==> src/rtl/ahb_master_engine_pkg.sv <==
// Shared AHB-Lite encodings and engine state type for ahb_master_engine.
package ahb_pkg;

  localparam logic [1:0] HTRANS_IDLE   = 2'b00;
  localparam logic [1:0] HTRANS_NONSEQ = 2'b10;
  localparam logic [1:0] HTRANS_SEQ    = 2'b11;

  localparam logic [2:0] HBURST_SINGLE = 3'b000;
  localparam logic [2:0] HBURST_INCR   = 3'b001;
  localparam logic [2:0] HBURST_INCR4  = 3'b011;

  localparam logic [1:0] HRESP_OKAY    = 2'b00;
  localparam logic [1:0] HRESP_ERROR   = 2'b01;

  localparam logic [2:0] HSIZE_WORD    = 3'b010;

  typedef enum logic [1:0] {
    ST_IDLE = 2'b00,
    ST_ADDR = 2'b01,
    ST_LAST = 2'b10,
    ST_ERR2 = 2'b11
  } state_e;

  // Burst encoding for an effective (non-zero) beat count.
  function automatic logic [2:0] burst_for_len(input logic [31:0] len);
    logic [2:0] b;
    case (len)
      32'd1:   b = HBURST_SINGLE;
      32'd4:   b = HBURST_INCR4;
      default: b = HBURST_INCR;
    endcase
    return b;
  endfunction

endpackage

==> src/rtl/ahb_master_engine_if.sv <==
// AHB-Lite bus bundle between the engine (master) and a slave.
interface ahb_master_engine_if;
  logic [31:0] haddr;
  logic [1:0]  htrans;
  logic        hwrite;
  logic [2:0]  hsize;
  logic [2:0]  hburst;
  logic [31:0] hwdata;
  logic        hready;
  logic [1:0]  hresp;
  logic [31:0] hrdata;

  modport master (
    output haddr, htrans, hwrite, hsize, hburst, hwdata,
    input  hready, hresp, hrdata
  );

  modport slave (
    input  haddr, htrans, hwrite, hsize, hburst, hwdata,
    output hready, hresp, hrdata
  );
endinterface

==> src/rtl/ahb_master_engine.sv <==
// AHB-Lite initiator: one local command becomes a SINGLE/INCR/INCR4 word burst.
// Optional wait-state timeout enabled by defining AHB_MASTER_TIMEOUT_EN.
module ahb_master_engine
  import ahb_pkg::*;
#(
  parameter int LEN_W       = 5,
  parameter int TIMEOUT_CYC = 256
) (
  input  logic              hclk,
  input  logic              hreset,
  input  logic              cmd_valid,
  output logic              cmd_ready,
  input  logic              cmd_write,
  input  logic [31:0]       cmd_addr,
  input  logic [LEN_W-1:0]  cmd_len,
  input  logic [31:0]       wd_data,
  output logic              wd_pop,
  output logic              rd_valid,
  output logic [31:0]       rd_data,
  output logic              done,
  output logic              err,
`ifdef AHB_MASTER_TIMEOUT_EN
  output logic              timeout,
`endif
  ahb_master_engine_if.master ahb
);

  state_e             state_q, state_d;
  logic [31:0]        haddr_q, haddr_d;
  logic [1:0]         htrans_q, htrans_d;
  logic               hwrite_q, hwrite_d;
  logic [2:0]         hburst_q, hburst_d;
  logic [31:0]        hwdata_q, hwdata_d;
  logic [LEN_W-1:0]   rem_q, rem_d;
  logic               dphase_q, dphase_d;
  logic               rd_valid_q, rd_valid_d;
  logic [31:0]        rd_data_q, rd_data_d;
  logic               done_q, done_d;
  logic               err_q, err_d;

  logic               cmd_fire;
  logic               beat_acc;
  logic               dph_ok;
  logic               err1;
  logic               to_hit;
  logic [LEN_W-1:0]   len_eff;

  assign cmd_fire = cmd_valid && (state_q == ST_IDLE);
  assign beat_acc = ahb.hready && (htrans_q != HTRANS_IDLE);
  assign dph_ok   = dphase_q && ahb.hready && (ahb.hresp == HRESP_OKAY);
  assign err1     = dphase_q && !ahb.hready && (ahb.hresp == HRESP_ERROR);
  assign len_eff  = (cmd_len == '0) ? LEN_W'(1) : cmd_len;

`ifdef AHB_MASTER_TIMEOUT_EN
  localparam int TO_W = $clog2(TIMEOUT_CYC + 1);
  logic [TO_W-1:0] to_cnt_q, to_cnt_d;
  logic            timeout_q;

  assign to_hit   = (state_q != ST_IDLE) && !ahb.hready &&
                    (to_cnt_q == TO_W'(TIMEOUT_CYC - 1));
  assign to_cnt_d = ((state_q == ST_IDLE) || ahb.hready) ? '0 : to_cnt_q + TO_W'(1);
  assign timeout  = timeout_q;

  always_ff @(posedge hclk) begin
    if (hreset) begin
      to_cnt_q  <= '0;
      timeout_q <= 1'b0;
    end else begin
      to_cnt_q  <= to_hit ? '0 : to_cnt_d;
      timeout_q <= to_hit;
    end
  end
`else
  assign to_hit = 1'b0;
`endif

  always_ff @(posedge hclk) begin
    if (hreset) begin
      state_q <= ST_IDLE;
    end else begin
      state_q <= state_d;
    end
  end

  always_comb begin
    state_d = state_q;
    case (state_q)
      ST_IDLE: state_d = cmd_fire ? ST_ADDR : ST_IDLE;
      ST_ADDR: begin
        if (err1)                                  state_d = ST_ERR2;
        else if (beat_acc && rem_q == LEN_W'(1))   state_d = ST_LAST;
        else                                       state_d = ST_ADDR;
      end
      ST_LAST: begin
        if (err1)              state_d = ST_ERR2;
        else if (ahb.hready)   state_d = ST_IDLE;
        else                   state_d = ST_LAST;
      end
      ST_ERR2: state_d = ahb.hready ? ST_IDLE : ST_ERR2;
      default: state_d = ST_IDLE;
    endcase
    if (to_hit) state_d = ST_IDLE;
  end

  always_comb begin
    haddr_d    = haddr_q;
    htrans_d   = htrans_q;
    hwrite_d   = hwrite_q;
    hburst_d   = hburst_q;
    hwdata_d   = hwdata_q;
    rem_d      = rem_q;
    dphase_d   = ahb.hready ? beat_acc : dphase_q;
    rd_valid_d = 1'b0;
    rd_data_d  = rd_data_q;
    done_d     = 1'b0;
    err_d      = 1'b0;

    if (cmd_fire) begin
      haddr_d  = cmd_addr;
      htrans_d = HTRANS_NONSEQ;
      hwrite_d = cmd_write;
      hburst_d = burst_for_len(32'(len_eff));
      rem_d    = len_eff;
    end else if (beat_acc) begin
      haddr_d  = haddr_q + 32'd4;
      htrans_d = (rem_q == LEN_W'(1)) ? HTRANS_IDLE : HTRANS_SEQ;
      rem_d    = rem_q - LEN_W'(1);
      if (hwrite_q) hwdata_d = wd_data;
    end else begin
      haddr_d = haddr_q;
    end

    // The beat in address phase during the first ERROR cycle is dropped.
    if (err1) begin
      htrans_d = HTRANS_IDLE;
      rem_d    = '0;
    end

    if (dph_ok && !hwrite_q) begin
      rd_valid_d = 1'b1;
      rd_data_d  = ahb.hrdata;
    end

    if (ahb.hready && (state_q == ST_LAST || state_q == ST_ERR2)) begin
      done_d = 1'b1;
      err_d  = (state_q == ST_ERR2) || (ahb.hresp == HRESP_ERROR);
    end

    if (to_hit) begin
      htrans_d = HTRANS_IDLE;
      rem_d    = '0;
      dphase_d = 1'b0;
      done_d   = 1'b1;
      err_d    = 1'b1;
    end
  end

  always_ff @(posedge hclk) begin
    if (hreset) begin
      haddr_q    <= 32'h0;
      htrans_q   <= HTRANS_IDLE;
      hwrite_q   <= 1'b0;
      hburst_q   <= HBURST_SINGLE;
      hwdata_q   <= 32'h0;
      rem_q      <= '0;
      dphase_q   <= 1'b0;
      rd_valid_q <= 1'b0;
      rd_data_q  <= 32'h0;
      done_q     <= 1'b0;
      err_q      <= 1'b0;
    end else begin
      haddr_q    <= haddr_d;
      htrans_q   <= htrans_d;
      hwrite_q   <= hwrite_d;
      hburst_q   <= hburst_d;
      hwdata_q   <= hwdata_d;
      rem_q      <= rem_d;
      dphase_q   <= dphase_d;
      rd_valid_q <= rd_valid_d;
      rd_data_q  <= rd_data_d;
      done_q     <= done_d;
      err_q      <= err_d;
    end
  end

  assign cmd_ready  = (state_q == ST_IDLE);
  assign wd_pop     = beat_acc && hwrite_q;
  assign rd_valid   = rd_valid_q;
  assign rd_data    = rd_data_q;
  assign done       = done_q;
  assign err        = err_q;
  assign ahb.haddr  = haddr_q;
  assign ahb.htrans = htrans_q;
  assign ahb.hwrite = hwrite_q;
  assign ahb.hsize  = HSIZE_WORD;
  assign ahb.hburst = hburst_q;
  assign ahb.hwdata = hwdata_q;

endmodule

==> src/flat_wrapper.sv <==
// flat-port wrapper written by rule: the top's interface ports become plain ports
module ahb_master_engine_flat import ahb_pkg::*;
#(
  parameter int LEN_W       = 5,
  parameter int TIMEOUT_CYC = 256
)
  (hclk, hreset, cmd_valid, cmd_ready, cmd_write, cmd_addr, cmd_len, wd_data, wd_pop, rd_valid, rd_data, done, err, ahb_haddr, ahb_htrans, ahb_hwrite, ahb_hsize, ahb_hburst, ahb_hwdata, ahb_hready, ahb_hresp, ahb_hrdata);
  ahb_master_engine_if ahb_i ();
  input  logic hclk;
  input  logic hreset;
  input  logic cmd_valid;
  output logic cmd_ready;
  input  logic cmd_write;
  input  logic [31:0] cmd_addr;
  input  logic [LEN_W-1:0] cmd_len;
  input  logic [31:0] wd_data;
  output logic wd_pop;
  output logic rd_valid;
  output logic [31:0] rd_data;
  output logic done;
  output logic err;
  output wire logic [$bits(ahb_i.haddr)-1:0] ahb_haddr;
  output wire logic [$bits(ahb_i.htrans)-1:0] ahb_htrans;
  output wire logic [$bits(ahb_i.hwrite)-1:0] ahb_hwrite;
  output wire logic [$bits(ahb_i.hsize)-1:0] ahb_hsize;
  output wire logic [$bits(ahb_i.hburst)-1:0] ahb_hburst;
  output wire logic [$bits(ahb_i.hwdata)-1:0] ahb_hwdata;
  input wire logic [$bits(ahb_i.hready)-1:0] ahb_hready;
  input wire logic [$bits(ahb_i.hresp)-1:0] ahb_hresp;
  input wire logic [$bits(ahb_i.hrdata)-1:0] ahb_hrdata;
  assign ahb_haddr = ahb_i.haddr;
  assign ahb_htrans = ahb_i.htrans;
  assign ahb_hwrite = ahb_i.hwrite;
  assign ahb_hsize = ahb_i.hsize;
  assign ahb_hburst = ahb_i.hburst;
  assign ahb_hwdata = ahb_i.hwdata;
  assign ahb_i.hready = ahb_hready;
  assign ahb_i.hresp = ahb_hresp;
  assign ahb_i.hrdata = ahb_hrdata;
  ahb_master_engine #(.LEN_W(LEN_W), .TIMEOUT_CYC(TIMEOUT_CYC)) u_core (.hclk(hclk), .hreset(hreset), .cmd_valid(cmd_valid), .cmd_ready(cmd_ready), .cmd_write(cmd_write), .cmd_addr(cmd_addr), .cmd_len(cmd_len), .wd_data(wd_data), .wd_pop(wd_pop), .rd_valid(rd_valid), .rd_data(rd_data), .done(done), .err(err), .ahb(ahb_i));
endmodule
==> config.mk <==
export PLATFORM = sky130hd
export DESIGN_NAME = ahb_master_engine_flat
export DESIGN_NICKNAME = d
export VERILOG_FILES = /design/src/rtl/ahb_master_engine_pkg.sv /design/src/rtl/ahb_master_engine_if.sv /design/src/rtl/ahb_master_engine.sv /design/src/flat_wrapper.sv
export SDC_FILE = /design/constraint.sdc
export NUM_CORES = 1
export LEC_CHECK = 0
export ABC_AREA = 1
export BUFFER_PORTS_ARGS = -buffer_cell sky130_fd_sc_hd__buf_4
export CORE_UTILIZATION = 52
export DETAILED_ROUTE_END_ITERATION = 10
export PLACE_DENSITY = 0.93
export SYNTH_ARGS = -nofsm -noshare
export SYNTH_HDL_FRONTEND = slang
export SYNTH_SLANG_ARGS = --single-unit
==> constraint.sdc <==
create_clock -name hclk -period 3.4 [get_ports hclk]
set_input_delay 0.34 -clock hclk [delete_from_list [all_inputs] [get_ports hclk]]
set_output_delay 0.34 -clock hclk [all_outputs]
set_load 0.02 [all_outputs]
==> summary by stage <==
Clock tree
The clock latency reported for the late side of the worst-skew pair is about 0.38 ns. The number of gates resized after CTS was 0. The number of setup buffers added after CTS is 0. TritonCTS built the clock tree. The maximum number of buffers from clock root to sink is 2. The clock edge transition at the registers on the reported setup and hold paths is around 0.12 ns. The number of sinks on the clock net is ~110. The count of H-tree levels built during CTS is 3. The number of hold buffers added after CTS was 0. The number of buffers added by the clock tree synthesis step is 9.

The buffer type at the clock tree root is clkbuf_8.

Min path
The startpoint identified for the worst hold timing path is wd_data[31]. Along the worst hold path, the cell count comes to 3. For hold timing, the worst endpoint is u_core.ahb.hwdata[31]. The classification of the worst-slack hold path is in2reg.

Critical path
The worst register-to-register path has a depth of 9. The largest driver fanout on the critical path is 45. The startpoint identified for the worst register-to-register timing path is u_core.state_q[1].

STA classifies the critical path endpoint as a flip-flop. The endpoint of the worst-slack reg-to-reg timing path is u_core.ahb.hwdata[18]. For the worst setup path, the data required time is 3.68 ns. In this run the register-to-register setup slack is ~0.9 ns.

The arrival time of data at the critical path endpoint is approximately 2.8 ns. The worst setup path is launched from a flip-flop. The critical path start-end classification is reg2reg.

Flow run
The max-capacitance violation count is 0.

Global route
Global routing used a little under 30% of the available tracks across all layers. The total congestion overflow is 0. The initial antenna violation count came to 0. The number of global-route vias before repair is a little over 5k. The first global-routing pass estimated between 20 and 25 mm of wire. The pin count of the biggest net entering global routing is a little under 80.

Layout
Relative to the synthesized area, the layout overhead comes to 34.73%. The finished cells cover approximately 7000 µm². The post-route non-filler standard cell count is approximately 1.1k.

Measured on the finished design, the core utilization comes to between 70% and 80%. In the final design database the tool counted between 1k and 1.5k nets. 0 antenna diodes ended up in the layout.

Cells with a size suffix above 1 make up a little over a quarter of the layout.

Yosys
Yosys mapped the design onto 38 distinct sky130hd cell types. The post-synthesis share of cell area spent on full adders, half adders and majority gates is 0.7255%. After synthesis, the largest family of logic cells by area is simple AND/OR/NAND/NOR gates. The Yosys step of the flow raised 0 warnings.

The fraction of the mapped netlist area in simple logic gates is 25.01%. The gate count after technology mapping is roughly 740. In the post-synthesis netlist, the biggest area contributors are dfxtp_1, nand2_1, nor2_1, o21ai_0, inv_1. The synthesized-area fraction occupied by xor and xnor cells is roughly 1.5%. The mean instance size in the synthesized netlist is ~7 µm².

In the synthesized netlist, mux cells make up 0% of the area. The fraction of the yosys area taken by sequential cells is between 40% and 50%. The cell taking the most area after synthesis is dfxtp_1. The share of synthesized area in the top cell type comes to 43.34%.

The synthesized design contains ~110 register bits. The synthesized netlist devotes 18.14% of its cell area to compound gates. The post-synth design cell area is 5174 µm².

STA
The final hold violation count came to 0. The worst-case clock skew is just under 0.01 ns. The final critical-path share of the clock period is about 74%. The final-report max-slew violation count is 0.

Counting I/O delays and the setup requirement, the final critical path takes around 2.5 ns. Setup slack closes at 0.8930 ns. The worst slew margin relative to its limit is a little under a third. The peak clock frequency supported by timing is about 400 MHz. Setup repair after global routing left no endpoint under its margin. The setup TNS is 0 ns.

The actual slew at the worst max-slew pin is 1.036 ns. Setup violations remaining at the end of the flow were counted as 0.

Placement
Once placement completed, the tool counted placed cells totaling 1047. The number of buffers added on ports is 213. Once placement finished, the instance area stood at about 6700 µm². Routability-driven placement finished with a final weighted congestion of about 0.92. The HPWL after detailed placement is 11.12 mm. At the placement stage, the worst setup path has a slack of slightly above 0.9 ns.

Power
The internal portion of the total power is 1.953 mW. The net switching share of the total power is 30.30%. IR analysis of the VDD net gives a maximum drop of 0.2426 mV. The clock network power share is 31.9%.

In this run, the combinational gates consume approximately 17% of the power. The relative contribution of sequential cells to total power is just over 50%. The analysis attributes to net switching a power of between 0.8 and 0.9 mW. The power per cell area is 401.9 nW/µm². The static power due to leakage is 3.104 nW.

Floorplanning
The region available for standard cell placement spans 9729 µm². The initial utilization of the core area, before any placement, comes to between 50% and 60%. The I/O pin count is between 200 and 250. The row count is 36.

From left edge to right edge, the die measures 101.7 µm. The floorplan step defined a die boundary enclosing just over 10000 µm². The vertical die dimension is about 100 µm.

Detailed routing
For this run, design rule violations remaining after detail routing come to 0. The detailed-route via count is around 5.5k. Summed over all layers, the routed wires come to 15.42 mm. The iteration count of the initial detailed-routing pass is 5.

The via density per instance is between 5 and 6. The number of nets with antenna violations after detailed routing is 0. The average detailed-routed wire length per instance is 14.51 µm. The number of design-rule violations left by the first detailed-router iteration is between 200 and 250.

Outcome
The run finished with clean final reports.
[routing by layer]
layer,part of all wire [%],track usage (%)
met1,37,32.65
met2,50,51.66
met3,11,11.04
met4,2.3,12.60
met5,0,0
[flip-flops by register name (all words and copies together) (netlist names)]
| register | flops |
|---|---|
| u_core.ahb.haddr | 32 |
| u_core.ahb.hwdata | 32 |
| u_core.rd_data | 32 |
| u_core.rem_q | 5 |
| u_core.ahb.hburst | 2 |
| u_core.ahb.htrans | 2 |
| u_core.state_q | 2 |
| u_core.ahb.hwrite | 1 |
| u_core.done | 1 |
| u_core.dphase_q | 1 |
| u_core.err | 1 |
| u_core.rd_valid | 1 |
[metrics by stage]
stage / hold slack [ns] / power, mW
after floorplan: 0.4625 / 1.711
after global placement: 0.4331 / 1.920
after global routing: 0.1637 / 2.920
final: 0.1666 / 2.802
after CTS: 0.1690 / 2.803
after detailed placement: 0.4366 / 1.931
[worst max-delay path by stage]
stage,startpoint,to,slack [ns],depth (start not counted)
finish,u_core.state_q[1],u_core.ahb.hwdata[18],0.89,9
global route,u_core.state_q[1],u_core.ahb.hwdata[22],0.64,9
CTS,u_core.state_q[1],u_core.ahb.hwdata[11],0.89,9
detailed placement,u_core.state_q[1],u_core.ahb.hwdata[3],0.92,9
global placement,u_core.state_q[1],u_core.ahb.hwdata[3],0.99,9
floorplan,u_core.ahb.haddr[3],u_core.ahb.haddr[24],1.72,10
[cells in the mapped netlist, drive strengths merged]
master	count
nand2	124
nor2	124
dfxtp	112
o21ai	95
inv	90
a21oi	62
nand3	39
clkbuf	21
buf	19
a31oi	10
nor3	8
nand4	6
xor2	5
xnor2	4
ha	3
a211oi	2
a22oi	2
conb	2
o211ai	2
o21bai	2
a22o	1
a2bb2oi	1
nor4	1
o221ai	1
or2	1
[cell usage in the layout (no fill, tap or decap), drive strengths merged, types with 9 or more instances in the layout]
cell type,n
o21ai,95
nand2,124
a21oi,62
inv,93
a31oi,10
dfxtp,112
nand3,39
clkbuf,9
buf,215
nor2,124
[cell type report]
class,instances,area (µm²)
clock buffer,9,123.9
timing repair buffer,215,1614
multi-input combinational,497,2369
tap,133,166.4
sequential,112,2242
inverter,90,345.3
clock inverter,7,110.1
fill,774,2759
[power by group through the flow]
stage	Sequential, mW	Combinational [mW]	Clock (mW)
2_1_floorplan	1.50	0.213	0
3_5_place_dp	1.45	0.478	0
5_1_grt	1.43	0.528	0.959
4_1_cts	1.42	0.481	0.898
3_3_place_gp	1.45	0.469	0
6_report	1.43	0.481	0.895
[critical path, cell delays in order (launching register included)]
cell and delay, ns:
dfxtp_1 0.46, nor2_4 0.08, nand2_4 0.35, inv_4 0.24, nor2_8 0.32, inv_4 0.09, nor2_8 0.38, inv_4 0.23
nor2_1 0.16, nor2_1 0.06
[cells by family after synthesis]
logic type | Yosys count
DFF | 112
xor gates and xnor gates | 9
and+or+nand+nor | 303
adders and majority gates | 3
other | 2
buffers and inverters | 130
AOI/OAI and AO/OA | 178
Power figures use the tool's default switching activity.
